$ cat src/rtl/definitions.sv
// Shared FSM state type and program address tables for the program sequencer.
package definitions;

    localparam int TABLE_PC_BITS = 9;
    localparam int TABLE_PROGS   = 3;

    typedef enum logic [2:0] {
        IDLE,
        START,
        RUN,
        RECORD,
        FINISH
    } seq_state_t;

    // First and last instruction address of each program in instruction memory.
    localparam logic [TABLE_PC_BITS-1:0] PROG_START [TABLE_PROGS] = '{9'd0, 9'd145, 9'd290};
    localparam logic [TABLE_PC_BITS-1:0] PROG_DONE  [TABLE_PROGS] = '{9'd144, 9'd289, 9'd435};

endpackage

$ cat src/rtl/run_counter.sv
// Saturating up-counter with synchronous clear; exposes the value being loaded
// this cycle and flags when that value reaches LIMIT.
module run_counter #(
    parameter int               WIDTH = 16,
    parameter logic [WIDTH-1:0] LIMIT = '1
) (
    input  logic             clock,
    input  logic             reset_n,
    input  logic             clear_i,
    input  logic             enable_i,
    output logic [WIDTH-1:0] next_o,
    output logic             terminal_o
);

    logic [WIDTH-1:0] count_q;
    logic [WIDTH-1:0] count_d;

    // Hold at all-ones rather than wrap, so a very long run never reads as a short one.
    always_comb begin
        count_d = count_q;
        if (clear_i) begin
            count_d = '0;
        end else if (enable_i && (count_q != '1)) begin
            count_d = count_q + WIDTH'(1);
        end
    end

    always_ff @(posedge clock) begin
        if (!reset_n) begin
            count_q <= '0;
        end else begin
            count_q <= count_d;
        end
    end

    assign next_o     = count_d;
    assign terminal_o = (count_d >= LIMIT);

endmodule

$ cat src/rtl/program_sequencer.sv
// Run controller: steps the core through each program in turn, holding it in start
// between programs, and reports the RUN cycle count of every completed program.
module program_sequencer
    import definitions::*;
#(
    parameter int                  PC_BITS      = 9,
    parameter int                  NUM_PROGS    = 3,
    parameter int                  CNT_BITS     = 16,
    parameter int                  START_CYCLES = 2,
    parameter logic [CNT_BITS-1:0] TIMEOUT      = 16'hFFFF
) (
    input  logic                         clock,
    input  logic                         reset_n,
    input  logic                         go,
    input  logic                         abort,
    input  logic                         core_done,
    output logic                         core_start,
    output logic [PC_BITS-1:0]           start_addr,
    output logic [PC_BITS-1:0]           done_addr,
    output logic [$clog2(NUM_PROGS)-1:0] prog_idx,
    output logic                         busy,
    output logic                         cycle_valid,
    output logic [CNT_BITS-1:0]          cycle_count,
    output logic                         all_done,
    output logic                         timeout_err
);

    localparam int                  IDX_BITS = $clog2(NUM_PROGS);
    localparam int                  SC_BITS  = $clog2(START_CYCLES + 1);
    localparam logic [IDX_BITS-1:0] LAST_IDX = IDX_BITS'(NUM_PROGS - 1);

    seq_state_t            state_q;
    logic                  go_q;
    logic                  goRise_q;
    logic                  coreStart_q;
    logic [PC_BITS-1:0]    startAddr_q;
    logic [PC_BITS-1:0]    doneAddr_q;
    logic [IDX_BITS-1:0]   progIdx_q;
    logic                  busy_q;
    logic                  cycleValid_q;
    logic [CNT_BITS-1:0]   cycleCount_q;
    logic                  allDone_q;
    logic                  timeoutErr_q;

    logic [IDX_BITS-1:0]   nextIdx;
    logic                  startDone;
    logic                  runLimit;
    logic [SC_BITS-1:0]    unusedStartNext;
    logic [CNT_BITS-1:0]   runNext;

    assign nextIdx = progIdx_q + IDX_BITS'(1);

    run_counter #(
        .WIDTH (SC_BITS),
        .LIMIT (SC_BITS'(START_CYCLES))
    ) startCounter (
        .clock      (clock),
        .reset_n    (reset_n),
        .clear_i    (state_q != START),
        .enable_i   (state_q == START),
        .next_o     (unusedStartNext),
        .terminal_o (startDone)
    );

    // runNext already includes the cycle in which core_done is sampled.
    run_counter #(
        .WIDTH (CNT_BITS),
        .LIMIT (TIMEOUT)
    ) runCounter (
        .clock      (clock),
        .reset_n    (reset_n),
        .clear_i    (state_q != RUN),
        .enable_i   (state_q == RUN),
        .next_o     (runNext),
        .terminal_o (runLimit)
    );

    always_ff @(posedge clock) begin
        if (!reset_n) begin
            state_q      <= IDLE;
            go_q         <= 1'b0;
            goRise_q     <= 1'b0;
            coreStart_q  <= 1'b1;
            startAddr_q  <= PC_BITS'(PROG_START[0]);
            doneAddr_q   <= PC_BITS'(PROG_DONE[0]);
            progIdx_q    <= '0;
            busy_q       <= 1'b0;
            cycleValid_q <= 1'b0;
            cycleCount_q <= '0;
            allDone_q    <= 1'b0;
            timeoutErr_q <= 1'b0;
        end else begin
            go_q         <= go;
            goRise_q     <= go & ~go_q;
            cycleValid_q <= 1'b0;
            if (abort) begin
                state_q     <= IDLE;
                coreStart_q <= 1'b1;
                busy_q      <= 1'b0;
                allDone_q   <= 1'b0;
            end else begin
                case (state_q)
                    IDLE, FINISH: begin
                        if (goRise_q) begin
                            state_q      <= START;
                            progIdx_q    <= '0;
                            startAddr_q  <= PC_BITS'(PROG_START[0]);
                            doneAddr_q   <= PC_BITS'(PROG_DONE[0]);
                            timeoutErr_q <= 1'b0;
                            allDone_q    <= 1'b0;
                            busy_q       <= 1'b1;
                            coreStart_q  <= 1'b1;
                        end
                    end
                    START: begin
                        if (startDone) begin
                            state_q     <= RUN;
                            coreStart_q <= 1'b0;
                        end
                    end
                    // A done in the same cycle as the limit still counts as a completion.
                    RUN: begin
                        if (core_done) begin
                            state_q      <= RECORD;
                            cycleValid_q <= 1'b1;
                            cycleCount_q <= runNext;
                            coreStart_q  <= 1'b1;
                        end else if (runLimit) begin
                            state_q      <= FINISH;
                            timeoutErr_q <= 1'b1;
                            allDone_q    <= 1'b1;
                            busy_q       <= 1'b0;
                            coreStart_q  <= 1'b1;
                        end
                    end
                    RECORD: begin
                        if (progIdx_q == LAST_IDX) begin
                            state_q   <= FINISH;
                            allDone_q <= 1'b1;
                            busy_q    <= 1'b0;
                        end else begin
                            state_q     <= START;
                            progIdx_q   <= nextIdx;
                            startAddr_q <= PC_BITS'(PROG_START[nextIdx]);
                            doneAddr_q  <= PC_BITS'(PROG_DONE[nextIdx]);
                        end
                    end
                    default: begin
                        state_q     <= IDLE;
                        coreStart_q <= 1'b1;
                        busy_q      <= 1'b0;
                    end
                endcase
            end
        end
    end

    assign core_start  = coreStart_q;
    assign start_addr  = startAddr_q;
    assign done_addr   = doneAddr_q;
    assign prog_idx    = progIdx_q;
    assign busy        = busy_q;
    assign cycle_valid = cycleValid_q;
    assign cycle_count = cycleCount_q;
    assign all_done    = allDone_q;
    assign timeout_err = timeoutErr_q;

endmodule

$ cat config.mk
export PLATFORM = sky130hd
export DESIGN_NAME = program_sequencer
export DESIGN_NICKNAME = d
export VERILOG_FILES = /design/src/rtl/definitions.sv /design/src/rtl/run_counter.sv /design/src/rtl/program_sequencer.sv
export SDC_FILE = /design/constraint.sdc
export NUM_CORES = 1
export LEC_CHECK = 0
export CAP_MARGIN = 40
export CORE_MARGIN = 2
export CORE_UTILIZATION = 52
export CTS_CLUSTER_DIAMETER = 150
export DETAILED_ROUTE_END_ITERATION = 8
export PLACE_DENSITY_LB_ADDON = 0.1
export SLEW_MARGIN = 20
export SYNTH_ARGS = -nofsm -noshare
export SYNTH_HDL_FRONTEND = slang
export SYNTH_SLANG_ARGS = --single-unit
export TNS_END_PERCENT = 20
$ cat constraint.sdc
create_clock -name clock -period 3.2 [get_ports clock]
set_input_delay 0.64 -clock clock [delete_from_list [all_inputs] [get_ports clock]]
set_output_delay 0.64 -clock clock [all_outputs]
set_load 0.01 [all_outputs]
# == Word level (Yosys, flattened, before mapping) ==
# Index checks and enable logic that the tools add are counted.
# W data, S select, Z words.
# totals
ff_bits,64
out_inout_bits,41
inputBits,5
# op_classes
reduce_logical,16
mux,40
n_eq_ne,16
add_sub_neg,3
n_lt_le_gt_ge,3
n_bitwise,8
# op_table
operator,n
$mux W9,8
$bmux W9 S2,2
$pmux W9 S2,2
$mux W16,2
$add A16 B1 Y16 const B,1
$ge A16 B16 Y1 const B,1
$ne A16 B16 Y1 const B,1
$mux W3,5
$reduce_and A5 Y1,3
$ne A2 B2 Y1 const B,7
$pmux W3 S4,1
$mux W1,11
$mux W2,4
$pmux W1 S4,2
$reduce_and A4 Y1,2
$eq A3 B2 Y1 const B,2
$not A1 Y1,6
$reduce_and A3 Y1,2
$add A2 B1 Y2 const B,2
$pmux W2 S2,1
$reduce_bool A2 Y1,2
$reduce_or A2 Y1,2
$eq A3 B1 Y1 const B,1
$eq A3 B3 Y1 const B,1
other kinds (14),15

# == Depth between registers and ports, before layout ==
# logic_depth
word_depth,8
mapped_depth,9

# == Modules after synthesis ==
# Synthesis repeated with hierarchy kept, for this count alone.
# unflattened
hier_cells,306
area_unflattened_um2,2681.3
# by_module_without_submodules
mod,instances,cells_per_inst,seq_area_each_um2,area_per_inst_um2
program_sequencer,1,169,640.6,1508.9
run_counter at runCounter,1,125,320.3,1058.5
run_counter at startCounter,1,12,40.0,113.9

# == Least setup slack after synthesis ==
# Ideal clock, no wire load.
# synth_timing
kind,register to register
startpoint,reg runCounter.count_q[0]
endpoint,reg state_q[1]
arrival_time_ps,2148
setup_slack_ps,920
path_buffers,0
synth_period_minus_slack_ps,2280
stages_incl_launch_ff,9
required_ps,3068
cell_sequence,dfxtp_1 > ha_1 > nand4_2 > nor3_2 > or4_1 > a21o_1 > nor4_4 > and3_2 > o31ai_1
# synth_between
elab_chain_len,7
word_cells_on_any_way,8
classes_between,1 x add/sub; 1 x order compare; 2 x eq/ne; 2 x mux; 2 x reduce/logical
# synth_rtl
item,line_no,source
start: declaration,run_counter.sv:15,logic [WIDTH-1:0] count_q;
start signal: assignment,run_counter.sv:32,count_q <= count_d;
"parallel branches: the longest is 2 deep, another holds $add A16 B1 Y16",n/a,
$mux W16 (*),run_counter.sv:23,end else if (enable_i && (count_q != '1)) begin
$mux W16 (*),run_counter.sv:21,if (clear_i) begin
$ge A16 B16 Y1 (*),run_counter.sv:37,assign terminal_o = (count_d >= LIMIT);
$ne A3 B3 Y1 (no line) (*),n/a,
$reduce_and A3 Y1 (no line) (*),n/a,
end signal: assignment,program_sequencer.sv:80,state_q <= IDLE;
end signal: assignment,program_sequencer.sv:97,state_q <= IDLE;
end signal: assignment,program_sequencer.sv:105,state_q <= START;
end: declaration,program_sequencer.sv:32,seq_state_t state_q;
# Every way passes the cells marked *.
# A chain may end at the register's enable or synchronous reset.

# == Worst setup path in the final report ==
# layout_timing
startpoint,reg runCounter.count_q[0]
endpoint,reg state_q[2]
# The elaborated chain is that of the path after synthesis.

==> metrics.csv <==
metric;value;unit
critical_path.endpoint_type;register;
rows;25;
die-height;74.13;um
crit_type;reg -> reg;
die_width;74.13;um
cts_buffers;5;
post_synthesis_sequential_element_count;50;
timing.critical_path.cells;ha_1 > and4_1 > a21oi_1 > a211oi_1 > o211ai_1 > nor4_2 > and3_2 > a31o_1;
power.combinational.fraction;3.2;%
p_clk_share;39.9;%
async_s_r_ff_share_synth;0;%
postSynth.topFlopCell;sky130_fd_sc_hd__dfxtp_1;
antenna_violations_before_repair;0;
layout-drive-gt1-share;6.748;%
cpMaxStageDelayCell;sky130_fd_sc_hd__and4_1;
insertion_delay;0.30;ns
path_clk_slew;0.09;ns
grt_usage;22.45;%
finalWeightedCongestion;0.8518;
busiest_layer;met1;
worst_ep_arrival_time;2.92;ns
grt_first_pass_wirelength;9494;um
route.detailed.wl_per_inst;14.13;um
drt.antenna.violating_nets;0;
cts_buffer_depth;2;
clockRootBuffer;sky130_fd_sc_hd__clkbuf_8;
timing_max_transition_violations_final;0;
cellLeakagePower;1.061;nW
crit_family;simple AND/OR/NAND/NOR gates;
cp_data_required_time;3.45;ns
area_growth_syn_to_layout;18.30;%
synthesized_cell_area;2557;sq um
power_switching;0.2278;mW
cts_hold_buf;0;
maxClockFrequency;374.6;MHz
fin_crit;2.670;ns
synth.yosys.seq_area_share;39.14;%
hold_path.class;reg -> reg;
vdd_ir_drop_max;0.0002261;V
post_syn_instances;297;
timing.setup.tns;0;ns
drt_first_pass_iters;4;
finalClockSkew;0.005090;ns
synth-warning-count;0;
grt_max_degree;37;
antennaDiodeCount;0;
gr_util_met3;4.878;%
min_period_over_period;83.43;%
first_global_vias;1931;
dpl-instance-area;2919;sq um
tritoncts_num_sinks;50;
cp_max_fo;10;
run_status;completed;
total_die_area;5495;sq um
detailedRoute.firstIterationViolations;267;
synth_top_cells_by_area;sky130_fd_sc_hd__dfxtp_1 (39%), sky130_fd_sc_hd__nand2_1 (5.6%), sky130_fd_sc_hd__buf_4 (4.7%), sky130_fd_sc_hd__and2_1 (4.2%), sky130_fd_sc_hd__nor2b_1 (3.2%);
synth_area_leader_cell;sky130_fd_sc_hd__dfxtp_1;
initial_utilization;54.15;%
worst_pin_slew;0.5249;ns
crit_path_start_kind;register;
design.core.area;4723;sq um
remaining_drc_errors;0;
post_cts_buffers;0;
switching_share;20.70;%
share_of_power_burned_in_registers;56.9;%
fill_cells;412;
cts-htree-levels;2;
ys_types;52;
final_setup_violation_count;0;
grt_overflow;0;
rsz0062_at_grt;no;
cellInternalPower;0.8731;mW
nets;335;
netlist.area_leader.share;39.14;%
num_io_pins;46;
routed-via-count;2129;
global_route_track_usage_on_met2;31.45;%
worst_slew_margin_rel;64.74;%
powerDensity;363.9;nW/um^2
grt.met1_usage;34.09;%
postCtsResizedCells;0;
dpl.hpwl;3912;um
number_of_enable_type_register_cells_in_the_synthesized_netlist;0;
port_buffers;39;
drt_wl_total;5554;um
synthesis.area_per_instance;8.611;sq um
final_hold_viol_count;0;
final_cell_area;3025;sq um
cts_tree;yes;
timing.critical_path.buf_inv;0;
avgViaCountPerCell;5.417;
critical-path-max-stage-delay;0.44;ns
cap_violations;0;
## path summary, 6_finish.rpt
kind                         start         end  slack [ns]  cells after the start
max reg2reg  runCounter.count_q[0]  state_q[2]        0.53                      8
max          runCounter.count_q[0]  state_q[2]        0.53                      8
min reg2reg                   go_q    goRise_q        0.39                      1
min                           go_q    goRise_q        0.39                      1
## cell usage after synthesis, drive strengths merged (2+ instances only)
master  count
nor2b      13
and2       17
xnor2       3
nor2       21
nor3b       2
nand3       6
inv         2
mux2i       3
o21a        2
a41oi       3
a22oi       3
nor4        7
a211oi      5
nand2b      6
nand4       4
a21boi      9
nand2      38
o211ai      2
nor3       10
o31ai       3
dfxtp      50
ha          5
clkbuf      9
a21o        2
a21oi      13
a31oi       3
xor2        2
o21ai       9
a311oi      3
buf        19
nand3b      3
and4        3
and3        5
## placed cells by master, fill, tap and decap left out, types with 4 or more instances in the layout
cell type	instances
sky130_fd_sc_hd__dfxtp_1	50
sky130_fd_sc_hd__clkdlybuf4s50_1	39
sky130_fd_sc_hd__nand2_1	38
sky130_fd_sc_hd__nor2_1	21
sky130_fd_sc_hd__and2_1	17
sky130_fd_sc_hd__nor2b_1	13
sky130_fd_sc_hd__a21oi_1	13
sky130_fd_sc_hd__nor3_1	9
sky130_fd_sc_hd__a21boi_0	9
sky130_fd_sc_hd__o21ai_0	9
sky130_fd_sc_hd__nand2b_1	6
sky130_fd_sc_hd__conb_1	6
sky130_fd_sc_hd__nand3_1	5
sky130_fd_sc_hd__a211oi_1	5
sky130_fd_sc_hd__ha_1	5
sky130_fd_sc_hd__clkbuf_8	5
sky130_fd_sc_hd__buf_4	5
sky130_fd_sc_hd__nor4_1	4
## layout make-up
class | instances | area, sq um | area share [%]
inverter | 2 | 7.507 | 0.2481
multi-input combinational | 222 | 1399 | 46.24
timing repair buffer | 44 | 427.9 | 14.14
clock inverter | 1 | 30.03 | 0.9926
tap | 67 | 83.83 | 2.771
clock buffer | 7 | 76.32 | 2.523
sequential | 50 | 1001 | 33.09
## metal layers
| layer | vias up | share of wire [%] |
|---|---|---|
| met5 | - | 0 |
| met1 | 968 | 50 |
| li1 | 1084 | - |
| met4 | 0 | 1.4 |
| met2 | 68 | 43 |
| met3 | 9 | 5.5 |
## power groups by stage
stage	sequential (mW)	clock [mW]	combinational, mW
2_1_floorplan	0.640	0	0.0287
3_3_place_gp	0.641	0	0.0356
3_5_place_dp	0.641	0	0.0349
4_1_cts	0.626	0.444	0.0351
5_1_grt	0.627	0.473	0.0403
6_report	0.626	0.439	0.0353
## flip-flops by register name (all words and copies together) (netlist names), 2 cells and up
name	cells
cycle_count	16
runCounter.count_q	16
state_q	3
done_addr	2
prog_idx	2
startCounter.count_q	2
start_addr	2
## logic make-up after synthesis
| group | after synthesis | synth area share (%) |
|---|---|---|
| fa+ha+maj | 5 | 2.446 |
| xor+xnor | 5 | 1.713 |
| simple gates | 141 | 31.95 |
| buf+inv | 30 | 6.898 |
| other cells | 1 | 0.1466 |
| flops | 50 | 39.14 |
| compound gates | 62 | 16.54 |
| mux | 3 | 1.174 |
## through the flow
stage / power (mW) / std cells / setup WS, ns / util (%) / hold slack [ns]
after floorplan: 0.6687 / 302 / 0.9199 / - / 0.3674
after global placement: 0.6766 / 385 / 0.7338 / 61.80 / 0.3732
after detailed placement: 0.6759 / 385 / 0.6197 / 61.80 / 0.3796
after CTS: 1.106 / 393 / 0.5532 / 64.05 / 0.3925
after global routing: 1.141 / 393 / 0.3161 / 64.05 / 0.4116
final: 1.101 / 393 / 0.5303 / 64.05 / 0.3936
No activity file was read; power rests on OpenSTA's default activity.
